===== src/rtl/rob_param.sv =====
// rob_param: parametrised reorder buffer with in-order alloc/commit, multi-channel writeback,
// dual operand bypass and a one-cycle flush after a taken-branch commit.
module rob_param #(
  parameter int DEPTH  = 16,
  parameter int TAG_W  = $clog2(DEPTH),
  parameter int NUM_WB = 3,
  parameter int DATA_W = 32
) (
  input  logic                     clk,
  input  logic                     rst,
  input  logic                     rdy,
  input  logic                     alloc_valid,
  output logic                     alloc_ready,
  output logic [TAG_W-1:0]         alloc_tag,
  input  logic [4:0]               alloc_dest,
  input  logic [2:0]               alloc_type,
  input  logic                     alloc_done,
  input  logic [NUM_WB-1:0]        wb_valid,
  input  logic [NUM_WB*TAG_W-1:0]  wb_tag,
  input  logic [NUM_WB*DATA_W-1:0] wb_data,
  input  logic [NUM_WB-1:0]        wb_jump,
  input  logic [NUM_WB*DATA_W-1:0] wb_target,
  input  logic [TAG_W-1:0]         q1_tag,
  input  logic [TAG_W-1:0]         q2_tag,
  output logic                     q1_hit,
  output logic                     q2_hit,
  output logic [DATA_W-1:0]        q1_data,
  output logic [DATA_W-1:0]        q2_data,
  output logic                     commit_valid,
  output logic [4:0]               commit_dest,
  output logic [TAG_W-1:0]         commit_tag,
  output logic [DATA_W-1:0]        commit_data,
  output logic                     lsb_commit,
  output logic                     redirect_valid,
  output logic [DATA_W-1:0]        redirect_pc,
  output logic                     flush,
  output logic [TAG_W:0]           count
);
  typedef enum logic {RUN, FLUSH} state_t;
  state_t state;
  logic [TAG_W-1:0] head, tail;
  logic [DEPTH-1:0] live, ready, jump_q;
  logic [4:0] dest_q [DEPTH];
  logic [2:0] type_q [DEPTH];
  logic [DATA_W-1:0] data_q [DEPTH];
  logic [DATA_W-1:0] target_q [DEPTH];
  logic do_alloc, do_commit, taken;
  logic [2:0] h_type;
  assign alloc_ready = (state == RUN) && (count != (TAG_W+1)'(DEPTH));
  assign alloc_tag = tail;
  assign do_alloc = rdy && alloc_valid && alloc_ready;
  assign do_commit = rdy && (state == RUN) && (count != '0) && ready[head];
  assign h_type = type_q[head];
  assign taken = (h_type == 3'd1 || h_type == 3'd2) && jump_q[head];
  // Stored ready data takes precedence; otherwise the lowest-index matching writeback forwards.
  function automatic logic [DATA_W:0] lookup(input logic [TAG_W-1:0] t);
    lookup = (live[t] && ready[t]) ? {1'b1, data_q[t]} : '0;
    for (int i = NUM_WB-1; i >= 0; i--)
      if (!(live[t] && ready[t]) && wb_valid[i] && wb_tag[i*TAG_W +: TAG_W] == t)
        lookup = {1'b1, wb_data[i*DATA_W +: DATA_W]};
  endfunction
  always_comb begin
    {q1_hit, q1_data} = lookup(q1_tag);
    {q2_hit, q2_data} = lookup(q2_tag);
  end
  always_ff @(posedge clk) begin
    if (rdy && state == RUN) begin
      for (int i = 0; i < NUM_WB; i++)
        if (wb_valid[i] && live[wb_tag[i*TAG_W +: TAG_W]]) begin
          data_q[wb_tag[i*TAG_W +: TAG_W]] <= wb_data[i*DATA_W +: DATA_W];
          target_q[wb_tag[i*TAG_W +: TAG_W]] <= wb_target[i*DATA_W +: DATA_W];
        end
      if (do_alloc) begin
        dest_q[tail] <= alloc_dest;
        type_q[tail] <= alloc_type;
        data_q[tail] <= '0;
      end
    end
  end
  always_ff @(posedge clk or negedge rst) begin
    if (!rst) begin
      state <= RUN;
      head <= '0;
      tail <= '0;
      count <= '0;
      live <= '0;
      ready <= '0;
      jump_q <= '0;
      commit_valid <= 1'b0;
      commit_dest <= '0;
      commit_tag <= '0;
      commit_data <= '0;
      lsb_commit <= 1'b0;
      redirect_valid <= 1'b0;
      redirect_pc <= '0;
      flush <= 1'b0;
    end else if (!rdy) begin
      commit_valid <= 1'b0;
      lsb_commit <= 1'b0;
      redirect_valid <= 1'b0;
      flush <= 1'b0;
    end else if (state == FLUSH) begin
      commit_valid <= 1'b0;
      lsb_commit <= 1'b0;
      redirect_valid <= 1'b0;
      flush <= 1'b1;
      head <= '0;
      tail <= '0;
      count <= '0;
      live <= '0;
      ready <= '0;
      state <= RUN;
    end else begin
      commit_valid <= 1'b0;
      lsb_commit <= 1'b0;
      redirect_valid <= 1'b0;
      flush <= 1'b0;
      for (int i = 0; i < NUM_WB; i++)
        if (wb_valid[i] && live[wb_tag[i*TAG_W +: TAG_W]]) begin
          ready[wb_tag[i*TAG_W +: TAG_W]] <= 1'b1;
          jump_q[wb_tag[i*TAG_W +: TAG_W]] <= wb_jump[i];
        end
      if (do_alloc) begin
        live[tail] <= 1'b1;
        ready[tail] <= alloc_done;
        jump_q[tail] <= 1'b0;
        tail <= tail + 1'b1;
      end
      if (do_commit) begin
        head <= head + 1'b1;
        live[head] <= 1'b0;
        ready[head] <= 1'b0;
        commit_valid <= (h_type == 3'd0) || (h_type == 3'd2) || (h_type == 3'd4);
        lsb_commit <= (h_type == 3'd3) || (h_type == 3'd4);
        commit_dest <= dest_q[head];
        commit_tag <= head;
        commit_data <= data_q[head];
        if (taken) begin
          redirect_valid <= 1'b1;
          redirect_pc <= target_q[head];
          state <= FLUSH;
        end
      end
      count <= count + (TAG_W+1)'(do_alloc) - (TAG_W+1)'(do_commit);
    end
  end
endmodule


===== config.mk =====
export PLATFORM = sky130hd
export DESIGN_NAME = rob_param
export DESIGN_NICKNAME = d
export VERILOG_FILES = /design/src/rtl/rob_param.sv
export SDC_FILE = /design/constraint.sdc
export NUM_CORES = 2
export LEC_CHECK = 0
export BUFFER_PORTS_ARGS = -buffer_cell sky130_fd_sc_hd__buf_2
export CORE_MARGIN = 2
export CORE_UTILIZATION = 40
export CTS_CLUSTER_SIZE = 24
export DETAILED_ROUTE_END_ITERATION = 16
export HOLD_SLACK_MARGIN = 0.12
export PLACE_DENSITY = 0.67
export SYNTH_ARGS = -nofsm -noshare
export SYNTH_HDL_FRONTEND = slang
export SYNTH_SLANG_ARGS = --single-unit

===== constraint.sdc =====
create_clock -name clk -period 5.18 [get_ports clk]
set_input_delay 1.554 -clock clk [delete_from_list [all_inputs] [get_ports clk]]
set_output_delay 1.554 -clock clk [all_outputs]
set_load 0.01 [all_outputs]

# ---- Word level (Yosys, flattened, before mapping)
# Memory sizes are Yosys's and may differ from the RTL's. A register that Yosys moved wholly into a read port is not among the register bits.
# Cells that the tools add are included.
# W data, S select, Z words.
dict set report classes {
  magnitude_cmp 12
  muxes 98
  bitwise 10
  add_sub_neg 4
  reduce_logical 47
  eq_ne 11
}
# cell n
set op_table {}
lappend op_table {{$mux W16} 29}
lappend op_table {{$mux W33} 8}
lappend op_table {{$bwmux W16} 4}
lappend op_table {{$or A16 B16 Y16} 4}
lappend op_table {{$and A16 B16 Y16} 3}
lappend op_table {{$mux W1} 38}
lappend op_table {{$bmux W1 S4} 9}
lappend op_table {{$lt A4 B5 Y1 const B} 7}
lappend op_table {{$not A16 Y16} 2}
lappend op_table {{$logic_and A1 B1 Y1} 29}
lappend op_table {{$eq A4 B4 Y1} 6}
lappend op_table {{$demux W1 S4} 5}
lappend op_table {{$ge A4 B1 Y1 const B} 5}
lappend op_table {{$mux W4} 4}
lappend op_table {{$add A4 B1 Y4 const B} 2}
lappend op_table {{$eq A3 B2 Y1 const B} 2}
lappend op_table {{$reduce_and A2 Y1} 3}
lappend op_table {{$add A5 B1 Y5} 1}
lappend op_table {{$logic_not A1 Y1} 5}
lappend op_table {{$mux W5} 1}
lappend op_table {{$ne A5 B5 Y1 const B} 1}
lappend op_table {{$reduce_bool A5 Y1} 1}
lappend op_table {{$sub A5 B1 Y5} 1}
lappend op_table {{$logic_or A1 B1 Y1} 4}
lappend op_table {{other kinds (7)} 8}
dict set report word_totals {
  regBits 70
  output_inout_bits 153
  n_memories 4
  inputBits 231
  ramBits 1152
  word_cells 198
}
# name words width rd rd_clocked_by_memory_dff write_ports line
set memory_table {}
lappend memory_table {data_q 16 32 3 1 4 45} ;# logic [DATA_W-1:0] data_q [DEPTH];
lappend memory_table {target_q 16 32 1 1 3 46} ;# logic [DATA_W-1:0] target_q [DEPTH];
lappend memory_table {dest_q 16 5 1 1 1 43} ;# logic [4:0] dest_q [DEPTH];
lappend memory_table {type_q 16 3 1 0 1 44} ;# logic [2:0] type_q [DEPTH];

# ---- Longest topological paths before layout
dict set report depth {
  word_depth 23
  mapped_depth 19
}

# ---- Worst setup path after synthesis
# Ideal clock, no wire load.
dict set report synth_path {
  path_kind {in2reg}
  start {in wb_tag[2]}
  end {mem data_q[2][10]}
  setup_time_ns 0.117
  t_required_ns 5.063
  setup_slack_ns -0.545
  stages 8
  t_arrival_ns 5.608
  path_cell_list {clkbuf_1 -> nor3b_1 -> and3_1 -> a21oi_1 -> o21ai_0 -> nor2_1 -> clkbuf_1 -> a22o_1}
}
# item line
set synth_lines {}
lappend synth_lines {{from (decl)} 19} ;# input logic [NUM_WB*TAG_W-1:0] wb_tag,
lappend synth_lines {{to (decl)} 45}

# ---- Worst setup path in the final report
dict set report layout_path {
  start {in wb_tag[7]}
  end {out q1_data[18]}
}
dict set report layout_between {
  elab_chain_cells 4
}
# item line
set layout_lines {}
lappend layout_lines {{$eq A4 B4 Y1} 59} ;# if (!(live[t] && ready[t]) && wb_valid[i] && wb_tag[i*TAG_W +: TAG_W] == t)
lappend layout_lines {{$logic_and A1 B1 Y1} 59}
lappend layout_lines {{$mux W33 (2 in series)} 59}
lappend layout_lines {{to (decl)} 27} ;# output logic [DATA_W-1:0] q1_data,
# Every way passes these cells.

==> metrics.cfg <==
[status]
status = complete, but fails checks
violations = negative setup slack

[timing]
layout_worst_path_cycle_share = 1.010
hold_viol_final = 0
rsz0062_at_grt = yes
worstMarginPinSlew_ns = 1.164
setup_viol = 19
fin_ws_ns = -0.04946
max_slew_margin = 0.2230
holdWs_ns = 0.4804
fin_crit_ns = 5.229
fin_skew_ns = 0.04828
slew_violations = 0
fmax_mhz = 191.2

[yosys]
netlist_area_sq_um = 83200
synth_warnings = 0
yosysUniqueCellTypes = 78
synth_nets = 8091
synth_edf_count = 640
synthCells = 7845
synth.most_common_cell = nor2_1
async_flop_share = 0.1077
postSynthAreaPerCell_sq_um = 10.61
yosysSeqAreaShare = 0.3960
synth_area_leaders = edfxtp_1 (23%), mux4_2 (19%), dfxtp_1 (12%), mux2i_1 (10%), a21oi_1 (5.4%)
synth_common_cells = nor2_1 (1003), a21oi_1 (900), mux2i_1 (854)
synth-main-ff-cell = edfxtp_1
synth.ff_latch_count = 1291
yosysTopAreaCellShare = 0.2310
netlist.top_cell.by_area = edfxtp_1

[global_routing]
grt_antenna_before_repair = 84
overflow = 0
grt_max_degree = 129
first_global_vias = 70640
grt_pass1_wl_um = 529300
grt.total_usage = 0.3470

[critical_path]
path_buf_inv = 5
critPathCaptureType = output port
path_class = in2out
start_kind = input pin
arrival_ns = 3.68
path_cells = buf_2 -> xnor2_1 -> buf_4 -> nand3_2 -> buf_4 -> buf_4 -> nor3_1 -> a31oi_1 -> a21oi_1 -> mux2_2 -> buf_2
critPathMaxStageDelay_ns = 0.40
crit_family = buffers and inverters
cpMostUsedCell = buf_4
crit_fanout = 23
slowest_stage = buf_4
cp.required_ns = 3.63

[clock_network]
clk_latency_ns = 0.86
numCtsBuffers = 148
clock-sinks = 1291
cts_tree = built
root_buffer = clkbuf_16
clk_pin_slew_ns = 0.06
cts-htree-levels = 4
max-clock-path-buffers = 3

[power]
total_power_w = 0.04204
power_density_nw_per_um2 = 441.4
ir_worst_vdd_mv = 0.4279
power_leakage_nw = 40.92

[layout]
multi_input_area_sq_um = 46640
seq_area_sq_um = 32960
drive_gt1_frac = 0.2475
post-route-util = 0.4604
fin_nets = 8013
fillers = 18600
finalInstanceArea_sq_um = 95250
synthToLayoutAreaGrowth_pct = 14.47

[placement]
place.gp.congestion = 1.004
portBuffers = 383
hpwl_um = 225400
dpl_cell_area_sq_um = 89590

[floorplanning]
coreArea_sq_um = 206900
die_h_um = 460.1
dieArea_sq_um = 211700
io_pins = 384
rows = 167
die_w_um = 460.1
start_util = 0.4022

[worst_hold_path]
worstHoldPathType = reg2reg

[drt]
drt-pass1-iter-count = 7
vias_per_cell = 7.063
drc = 0
wire_per_inst_um = 35.72
drtAntennaViolNets = 0
vias = 75220
first_iter_violations = 13100
routed_wl_um = 380400

[flow_run]
cap_violations = 0

-- path summary, 6_finish.rpt --
check | depth (start not counted) | slack (ns) | end | start
max | 11 | -0.05 | q1_data[18] | wb_tag[7]
min | 2 | 0.48 | commit_tag[3] | commit_tag[3]
max reg2reg | 16 | 0.94 | count[4] | head[1]
min reg2reg | 2 | 0.48 | commit_tag[3] | commit_tag[3]
max in group asynchronous | 2 | 3.36 | head[3] | rst
min in group asynchronous | 1 | 0.82 | redirect_pc[15] | rst
-- where the power goes --
group / internal (W) / total [W] / switching (W)
logic: 0.00792 / 0.0153 / 0.00734
registers: 0.0130 / 0.0158 / 0.00285
clock network: 0.00605 / 0.0109 / 0.00488
-- through the flow --
stage / worst slack (ns) / setup TNS [ns] / std cells
2_1_floorplan: 0.004513 / 0 / 7845
3_3_place_gp: -0.04767 / -0.1342 / 10290
3_5_place_dp: -0.08120 / -0.3849 / 10290
4_1_cts: 0.02127 / 0 / 10570
5_1_grt: -0.03313 / -0.1947 / 10620
6_report: -0.04946 / -0.2831 / 10650
-- what timing repair did --
item,CTS,global route
endpoints found under the setup margin,16,27
gates cloned,2,9
pin swaps,0,1
hold buffers,0,0
setup buffers,1,15
gates resized for setup,5,31
hold endpoints to repair,0,0
-- flip-flops by register name, summed over array words and instances (netlist names), 4 cells and up --
register     count
data_q         512
ready           16
type_q          48
head             4
commit_dest      5
jump_q          16
dest_q          80
target_q       512
count            5
alloc_tag        4
commit_tag       4
redirect_pc     32
live            16
commit_data     32
-- metal layers --
layer	GRT usage	vias to the layer above	wire, um
met4	0.2305	58	30770
met5	0.0009185	-	439
met3	0.1488	1864	62780
met2	0.4852	7272	155900
met1	0.4332	36430	130500
li1	-	29600	-
-- cell type report --
cell class | count | area share
diodes | 54 | 0.001419
clock buffers | 201 | 0.04321
clock inverters | 74 | 0.008512
inverters | 66 | 0.002680
multi-input cells | 5474 | 0.4897
flip-flops and latches | 1291 | 0.3461
well taps | 2704 | 0.03552
repair buffers | 786 | 0.07292
-- logic make-up (layout without fill, tap and decap cells) --
group / Yosys count / count (layout) / synth area share
adder cells (fa/ha/maj): 15 / 15 / 0.002346
multiplexers: 1700 / 1700 / 0.3126
XOR/XNOR: 32 / 32 / 0.003368
other: 0 / 54 / 0
AND/OR/NAND/NOR: 1773 / 1773 / 0.08832
buffers and inverters: 1080 / 1127 / 0.05275
flip-flops: 1291 / 1291 / 0.3960
AO/OA/AOI/OAI: 1954 / 1954 / 0.1446
-- placed cells by master (no fill, tap or decap), drive strengths merged, types with 16 or more instances in the layout --
master	count
or3	30
nand4	16
dfxtp	512
dfrtp	139
inv	69
o21ai	304
buf	772
o211ai	54
clkinv	56
nand3	89
clkbuf	213
nor2	1004
a22oi	24
nand2	441
nor3	101
mux4	693
a31oi	143
xnor2	19
a221oi	30
o22ai	39
a21oi	900
a22o	361
mux2i	854
and3	21
diode	54
edfxtp	640
o2bb2ai	18
mux2	153
-- worst reg2reg max path, cell delays in order, from the launching register on --
cell and delay (ns):
dfrtp_4 0.83, mux2i_1 0.40, a22oi_1 0.15, nand4_1 0.22
and2_1 0.16, buf_4 0.17, clkinv_2 0.32, ha_1 0.42
inv_1 0.04, ha_1 0.20, fa_1 0.44, a21oi_1 0.16
nor2_1 0.05, nor2_1 0.12, xnor2_1 0.16, mux2i_1 0.20
o2bb2ai_1 0.08
No activity file was read; power rests on OpenSTA's default activity.
